--- config.mk ---
export PLATFORM = sky130hd
export DESIGN_NAME = robot_hit_detect_flat
export DESIGN_NICKNAME = d
export VERILOG_FILES = /design/src/rtl/robot_hit_detect_pkg.sv /design/src/rtl/robot_hit_detect_if.sv /design/src/rtl/robot_hit_detect_box_overlap.sv /design/src/rtl/robot_hit_detect.sv /design/src/flat_wrapper.sv
export SDC_FILE = /design/constraint.sdc
export NUM_CORES = 1
export LEC_CHECK = 0
export ABC_AREA = 1
export CAP_MARGIN = 10
export CORE_MARGIN = 1.5
export CORE_UTILIZATION = 30
export DETAILED_ROUTE_END_ITERATION = 8
export PLACE_DENSITY = 0.46
export SYNTH_ARGS = -nofsm -noshare
export SYNTH_HDL_FRONTEND = slang
export SYNTH_SLANG_ARGS = --single-unit
--- constraint.sdc ---
create_clock -name clk_22 -period 3.36 [get_ports clk_22]
set_clock_uncertainty 0.05 [all_clocks]
set_input_delay 0.672 -clock clk_22 [delete_from_list [all_inputs] [get_ports clk_22]]
set_output_delay 0.672 -clock clk_22 [all_outputs]
set_load 0.02 [all_outputs]
--- src/rtl/robot_hit_detect_pkg.sv ---
// Shared types and constants for the robot collision stage.
// The state enum, coordinate and compare widths, and the screen bounds.
package robot_hit_pkg;

   typedef enum logic [1:0] {
      IDLE,
      SCAN,
      LAST,
      REPORT
   } state_e;

   localparam int COORD_W  = 10;
   localparam int CMP_W    = 11;
   localparam int SCREEN_W = 640;
   localparam int SCREEN_H = 480;

endpackage

--- src/rtl/robot_hit_detect_if.sv ---
// Hazard table read port: address out, registered entry data back one cycle later.
interface robot_hit_detect_if #(
   parameter int N_HAZ = 8
) ();

   logic [$clog2(N_HAZ)-1:0]          haz_idx;
   logic [robot_hit_pkg::COORD_W-1:0] haz_x;
   logic [robot_hit_pkg::COORD_W-1:0] haz_y;
   logic                              haz_valid;

   modport master (
      output haz_idx,
      input  haz_x,
      input  haz_y,
      input  haz_valid
   );

   modport slave (
      input  haz_idx,
      output haz_x,
      output haz_y,
      output haz_valid
   );

endinterface

--- src/rtl/robot_hit_detect_box_overlap.sv ---
// Combinational axis-aligned box overlap test; touching edges do not count.
module box_overlap
   import robot_hit_pkg::*;
#(
   parameter int AW = 32,
   parameter int AH = 32,
   parameter int BW = 16,
   parameter int BH = 16
)(
   input  logic [COORD_W-1:0] ax_i,
   input  logic [COORD_W-1:0] ay_i,
   input  logic [COORD_W-1:0] bx_i,
   input  logic [COORD_W-1:0] by_i,
   output logic               overlap_o
);

   localparam logic [CMP_W-1:0] AW_C = CMP_W'(AW);
   localparam logic [CMP_W-1:0] AH_C = CMP_W'(AH);
   localparam logic [CMP_W-1:0] BW_C = CMP_W'(BW);
   localparam logic [CMP_W-1:0] BH_C = CMP_W'(BH);

   logic [CMP_W-1:0] axW, ayW, bxW, byW;

   // One extra bit keeps position + size from wrapping at the right/bottom edge.
   always_comb begin
      axW = CMP_W'(ax_i);
      ayW = CMP_W'(ay_i);
      bxW = CMP_W'(bx_i);
      byW = CMP_W'(by_i);
      overlap_o = (axW < bxW + BW_C) && (bxW < axW + AW_C) &&
                  (ayW < byW + BH_C) && (byW < ayW + AH_C);
   end

endmodule

--- src/rtl/robot_hit_detect.sv ---
// Per-frame robot collision scan producing the movement block's Event pulses.
// Optional grace period after a robot death is enabled with `define ROBOT_HIT_GRACE_EN.
module robot_hit_detect
   import robot_hit_pkg::*;
#(
   parameter int N_HAZ = 8,
   parameter int R_W   = 32,
   parameter int R_H   = 32,
   parameter int H_W   = 16,
   parameter int H_H   = 16,
   parameter int D_W   = 64,
   parameter int D_H   = 64
`ifdef ROBOT_HIT_GRACE_EN
   ,parameter int GRACE_FRAMES = 4
`endif
)(
   input  logic                     clk_22,
   input  logic                     rst,
   input  logic                     frame_tick,
   input  logic [COORD_W-1:0]       r_x,
   input  logic [COORD_W-1:0]       r_y,
   input  logic                     r_valid,
   input  logic                     atk,
   input  logic [COORD_W-1:0]       d_x,
   input  logic [COORD_W-1:0]       d_y,
   input  logic                     d_valid,
   robot_hit_detect_if.master       haz,
   output logic [1:0]               Event,
   output logic [$clog2(N_HAZ)-1:0] hit_idx,
   output logic                     busy
);

   localparam int IDX_W = $clog2(N_HAZ);
   localparam logic [IDX_W-1:0] LAST_IDX = IDX_W'(N_HAZ - 1);

   state_e             stateQ;
   logic [COORD_W-1:0] rxQ, ryQ, dxQ, dyQ;
   logic               rValidQ, atkQ, dValidQ;
   logic [IDX_W-1:0]   idxQ, firstIdxQ, hitIdxQ;
   logic               anyHitQ, busyQ;
   logic [1:0]         eventQ;

   logic               hazOverlap, dragonOverlap;
   logic               cmpEn, cmpHit;
   logic [IDX_W-1:0]   cmpIdx;
   logic               anyHitD;
   logic [IDX_W-1:0]   firstIdxD;
   logic               dieD, dieEff, dragonHitD;

   box_overlap #(.AW(R_W), .AH(R_H), .BW(H_W), .BH(H_H)) uHazOverlap (
      .ax_i      (rxQ),
      .ay_i      (ryQ),
      .bx_i      (haz.haz_x),
      .by_i      (haz.haz_y),
      .overlap_o (hazOverlap)
   );

   box_overlap #(.AW(R_W), .AH(R_H), .BW(D_W), .BH(D_H)) uDragonOverlap (
      .ax_i      (rxQ),
      .ay_i      (ryQ),
      .bx_i      (dxQ),
      .by_i      (dyQ),
      .overlap_o (dragonOverlap)
   );

   // Table data lags the address by one cycle, so the first SCAN cycle has nothing to compare.
   always_comb begin
      cmpEn      = ((stateQ == SCAN) && (idxQ != '0)) || (stateQ == LAST);
      cmpIdx     = (stateQ == LAST) ? idxQ : idxQ - IDX_W'(1);
      cmpHit     = cmpEn & haz.haz_valid & hazOverlap;
      anyHitD    = anyHitQ | cmpHit;
      firstIdxD  = (cmpHit && !anyHitQ) ? cmpIdx : firstIdxQ;
      dieD       = anyHitD & rValidQ;
      dragonHitD = atkQ & dValidQ & rValidQ & dragonOverlap;
   end

`ifdef ROBOT_HIT_GRACE_EN
   localparam int GW = $clog2(GRACE_FRAMES + 1);
   logic [GW-1:0] graceQ;
   assign dieEff = dieD & (graceQ == '0);
`else
   assign dieEff = dieD;
`endif

   always_ff @(posedge clk_22) begin
      if (rst) begin
         stateQ    <= IDLE;
         rxQ       <= '0;
         ryQ       <= '0;
         dxQ       <= '0;
         dyQ       <= '0;
         rValidQ   <= 1'b0;
         atkQ      <= 1'b0;
         dValidQ   <= 1'b0;
         idxQ      <= '0;
         firstIdxQ <= '0;
         hitIdxQ   <= '0;
         anyHitQ   <= 1'b0;
         busyQ     <= 1'b0;
         eventQ    <= 2'b00;
`ifdef ROBOT_HIT_GRACE_EN
         graceQ    <= '0;
`endif
      end else begin
         eventQ <= 2'b00;
         case (stateQ)
            IDLE: begin
               if (frame_tick) begin
                  rxQ       <= r_x;
                  ryQ       <= r_y;
                  rValidQ   <= r_valid;
                  atkQ      <= atk;
                  dxQ       <= d_x;
                  dyQ       <= d_y;
                  dValidQ   <= d_valid;
                  idxQ      <= '0;
                  anyHitQ   <= 1'b0;
                  firstIdxQ <= '0;
                  busyQ     <= 1'b1;
                  stateQ    <= SCAN;
               end
            end
            SCAN: begin
               anyHitQ   <= anyHitD;
               firstIdxQ <= firstIdxD;
               if (idxQ == LAST_IDX) begin
                  stateQ <= LAST;
               end else begin
                  idxQ <= idxQ + IDX_W'(1);
               end
            end
            LAST: begin
               anyHitQ   <= anyHitD;
               firstIdxQ <= firstIdxD;
               eventQ    <= {dragonHitD, dieEff};
               if (dieEff) begin
                  hitIdxQ <= firstIdxD;
               end
`ifdef ROBOT_HIT_GRACE_EN
               // Each report while the grace window is open spends one frame of it.
               if (graceQ != '0) begin
                  graceQ <= graceQ - GW'(1);
               end else if (dieD) begin
                  graceQ <= GW'(GRACE_FRAMES);
               end
`endif
               stateQ <= REPORT;
            end
            REPORT: begin
               busyQ  <= 1'b0;
               stateQ <= IDLE;
            end
            default: stateQ <= IDLE;
         endcase
      end
   end

   assign haz.haz_idx = idxQ;
   assign Event       = eventQ;
   assign hit_idx     = hitIdxQ;
   assign busy        = busyQ;

endmodule

--- src/flat_wrapper.sv ---
// flat-port wrapper written by rule: the top's interface ports become plain ports
module robot_hit_detect_flat import robot_hit_pkg::*;
#(
   parameter int N_HAZ = 8,
   parameter int R_W   = 32,
   parameter int R_H   = 32,
   parameter int H_W   = 16,
   parameter int H_H   = 16,
   parameter int D_W   = 64,
   parameter int D_H   = 64

)
  (clk_22, rst, frame_tick, r_x, r_y, r_valid, atk, d_x, d_y, d_valid, Event, hit_idx, busy, haz_haz_idx, haz_haz_x, haz_haz_y, haz_haz_valid);
  robot_hit_detect_if #(.N_HAZ(N_HAZ)) haz_i ();
  input  logic clk_22;
  input  logic rst;
  input  logic frame_tick;
  input  logic [COORD_W-1:0] r_x;
  input  logic [COORD_W-1:0] r_y;
  input  logic r_valid;
  input  logic atk;
  input  logic [COORD_W-1:0] d_x;
  input  logic [COORD_W-1:0] d_y;
  input  logic d_valid;
  output logic [1:0] Event;
  output logic [$clog2(N_HAZ)-1:0] hit_idx;
  output logic busy;
  output wire logic [$bits(haz_i.haz_idx)-1:0] haz_haz_idx;
  input wire logic [$bits(haz_i.haz_x)-1:0] haz_haz_x;
  input wire logic [$bits(haz_i.haz_y)-1:0] haz_haz_y;
  input wire logic [$bits(haz_i.haz_valid)-1:0] haz_haz_valid;
  assign haz_haz_idx = haz_i.haz_idx;
  assign haz_i.haz_x = haz_haz_x;
  assign haz_i.haz_y = haz_haz_y;
  assign haz_i.haz_valid = haz_haz_valid;
  robot_hit_detect #(.N_HAZ(N_HAZ), .R_W(R_W), .R_H(R_H), .H_W(H_W), .H_H(H_H), .D_W(D_W), .D_H(D_H)) u_core (.clk_22(clk_22), .rst(rst), .frame_tick(frame_tick), .r_x(r_x), .r_y(r_y), .r_valid(r_valid), .atk(atk), .d_x(d_x), .d_y(d_y), .d_valid(d_valid), .haz(haz_i), .Event(Event), .hit_idx(hit_idx), .busy(busy));
endmodule
==> qor.csv <==
metric,value,unit
yosysUniqueCellTypes,33,
grt_max_degree,69,
crit_chain,"clkdlybuf4s50_1, ha_1, nand3_1, xor2_1, ha_1, a21o_1, nand3_1, nand2_1, nor2_1, nand2_2, nor2_4, nand4_4, o21bai_1, nand2_1, nor2_1, nor2_1",
ys_warn_count,0,
period_share,89.9,%
antenna_left,0,
fillers,1506,
intPower,2.12,mW
postCtsResizedCells,0,
crit_type,primary input to register,
grt_setup_unrepaired,no,
power_density,631,mW/mm^2
yosys.area.top_type_share,26.1,%
cts.clk_slew.worst_paths,0.05,ns
cp-start-kind,primary input,
finalSetupViolations,0,
synth_sequential_area_ratio,26.1,%
max_freq,0.331,GHz
max_cap_viol_count,0,
clkLatencyLatePin,0.33,ns
holdBufCountCts,0,
power_frac_comb,46.6,%
post-dp-hpwl,9030,um
grt_usage,15.1,%
crit_path_end_kind,register,
antenna_found_initial,0,
hold_path_class,register to register,
final_area,0.00575,sq mm
synth_fp_nets,758,
grt_pass1_wl,19100,um
ctsLongestPathBuffers,2,
worst_slew_pin_slew,0.632,ns
fin_nets,840,
final.min_clock_period,3.02,ns
layout-drive-gt1-share,6.64,%
num_rows,44,
cts_made_buffers,9,
cts.sinks,58,
critPathArrivalTime,3.19,ns
yosys.area.top_type,dfxtp_1,
hold_viol_final,0,
synthTopCellsByArea,"dfxtp_1, ha_1, nand2_1",
path_common_cell,nor2_1,
fin_setup_tns,0,ns
finalMaxSlewViolations,0,
relSlewSlack,57.8,%
outcome,finished clean,
synthesis.area,0.00445,sq mm
place_area,0.00547,sq mm
swShare,41.6,%
io_pins,76,
io_buffers,75,
crit_slowest_cell,clkdlybuf4s50_1,
cp.required,3.53,ns
setup_ws,0.340,ns
syn_avg_cell_area,7.32,sq um
leakagePower,2.69,nW
crit_fanout,5,
dieArea,0.0156,sq mm
area_growth,29.4,%
vias,4070,
holdWs,0.417,ns
pwr-share-seq,28.9,%
die_w,125,um
clockPowerShare,24.5,%
place_congestion,0.785,
root_buffer,clkbuf_16,
vdd_drop_max,242,uV
netlist_instances,607,
drtIter0Drc,124,
post-place-ws,0.00314,ns
initial_core_util,30.7,%
cts_setup_buffers,0,
core,0.0145,sq mm
htree_levels,3,
drc_errors,0,
cts_tree,built,
p_switching,1.51,mW
wl,11300,um
critPathMaxStageDelay,0.51,ns
die_y,125,um
overflow,0,
first_pass_iters,4,
ys_ff_latch,58,
diodes,0,
routedWlPerCell,12.9,um
via_per_inst,4.64,
grt_pass1_vias,4002,
==> cells by family (layout without fill, tap and decap cells) <==
kind of cell / count (synthesis) / after routing / synth area share [%]
and+or+nand+nor: 208 / 208 / 21.3
xor gates and xnor gates: 19 / 19 / 3.74
buffers and inverters: 100 / 186 / 8.50
adders and majority gates: 84 / 84 / 23.6
AOI/OAI and AO/OA: 138 / 138 / 16.7
DFF: 58 / 58 / 26.1
==> metal layers <==
metal | vias to the layer above | track usage [%] | share of wire, %
met1 | 1860 | 18.3 | 47
met5 | - | 0 | 0
met2 | 43 | 27.0 | 49
li1 | 2157 | - | -
met4 | 0 | 4.46 | 1.7
met3 | 10 | 2.88 | 2.4
==> cell type report <==
| class | count | area, sq um | share of cell area, % |
|---|---|---|---|
| Inverter | 85 | 322 | 5.59 |
| Tap cell | 184 | 230 | 4.00 |
| Timing Repair Buffer | 86 | 846 | 14.7 |
| Sequential cell | 58 | 1160 | 20.2 |
| Clock inverter | 5 | 56.3 | 0.979 |
| Clock buffer | 10 | 229 | 3.98 |
| Multi-Input combinational cell | 449 | 2910 | 50.6 |
==> registers in the layout, summed over array words and instances (netlist names) <==
| register | cells |
|---|---|
| u_core.dxQ | 10 |
| u_core.dyQ | 10 |
| u_core.rxQ | 10 |
| u_core.ryQ | 10 |
| u_core.firstIdxQ | 3 |
| u_core.haz.haz_idx | 3 |
| u_core.hit_idx | 3 |
| u_core.Event | 2 |
| u_core.stateQ | 2 |
| u_core.anyHitQ | 1 |
| u_core.atkQ | 1 |
| u_core.busy | 1 |
| u_core.dValidQ | 1 |
| u_core.rValidQ | 1 |
==> cell usage after synthesis (all sizes together) <==
library cell and instances:
nand2 94, ha 84, inv 84, nor2 70, o21ai 60, a21oi 58
dfxtp 58, nand3 30, clkbuf 15, xor2 12, a211oi 8, nand4 7
xnor2 7, a21o 4, a21boi 3, nand3b 3, nor3 3, o21bai 3
a31oi 1, clkinv 1, nor4 1, o21a 1
==> cells in the final DEF, fill, tap and decap left out, types with 8 or more instances in the layout <==
cell / Yosys / layout
a211oi_1: 8 / 8
nand2_1: 86 / 85
nor2_1: 64 / 64
nand2_2: 7 / 8
ha_1: 84 / 84
buf_4: 0 / 10
xor2_1: 12 / 12
inv_1: 83 / 83
clkbuf_16: 0 / 9
o21ai_0: 57 / 57
dfxtp_1: 58 / 58
a21oi_1: 58 / 58
clkdlybuf4s50_1: 0 / 75
nand3_1: 28 / 28
==> power by group through the flow <==
stage | combinational [mW] | sequential [mW] | clock, mW
after global routing | 1.98 | 1.08 | 0.953
after detailed placement | 1.71 | 1.07 | 0
after floorplan | 1.22 | 1.02 | 0
final | 1.69 | 1.05 | 0.891
after global placement | 1.68 | 1.06 | 0
after CTS | 1.72 | 1.05 | 0.915
==> worst paths after layout <==
path,cells past startpoint,startpoint,to,slack [ns]
worst max-delay path,16,haz_haz_x[4],u_core.hit_idx[0],0.34
worst min-delay path,2,u_core.firstIdxQ[2],u_core.firstIdxQ[2],0.42
worst max register to register,17,u_core.rxQ[5],u_core.hit_idx[0],0.68
worst min register to register,2,u_core.firstIdxQ[2],u_core.firstIdxQ[2],0.42
==> worst max-delay path: cells and delay by family <==
kind | cells | cell delay, ns
adder cells (fa/ha/maj) | 2 | 0.53
XOR/XNOR | 1 | 0.16
AND/OR/NAND/NOR | 10 | 0.98
buffers and inverters | 1 | 0.51
AO/OA/AOI/OAI | 2 | 0.34
==> stage by stage <==
step	utilization, %	power [mW]	std cells
5_1_grt	39.7	4.01	877
4_1_cts	39.7	3.69	877
6_report	39.7	3.63	877
2_1_floorplan	-	2.24	607
3_5_place_dp	37.8	2.78	862
3_3_place_gp	37.8	2.74	862
Note: power is estimated with default switching activity, not from simulation.
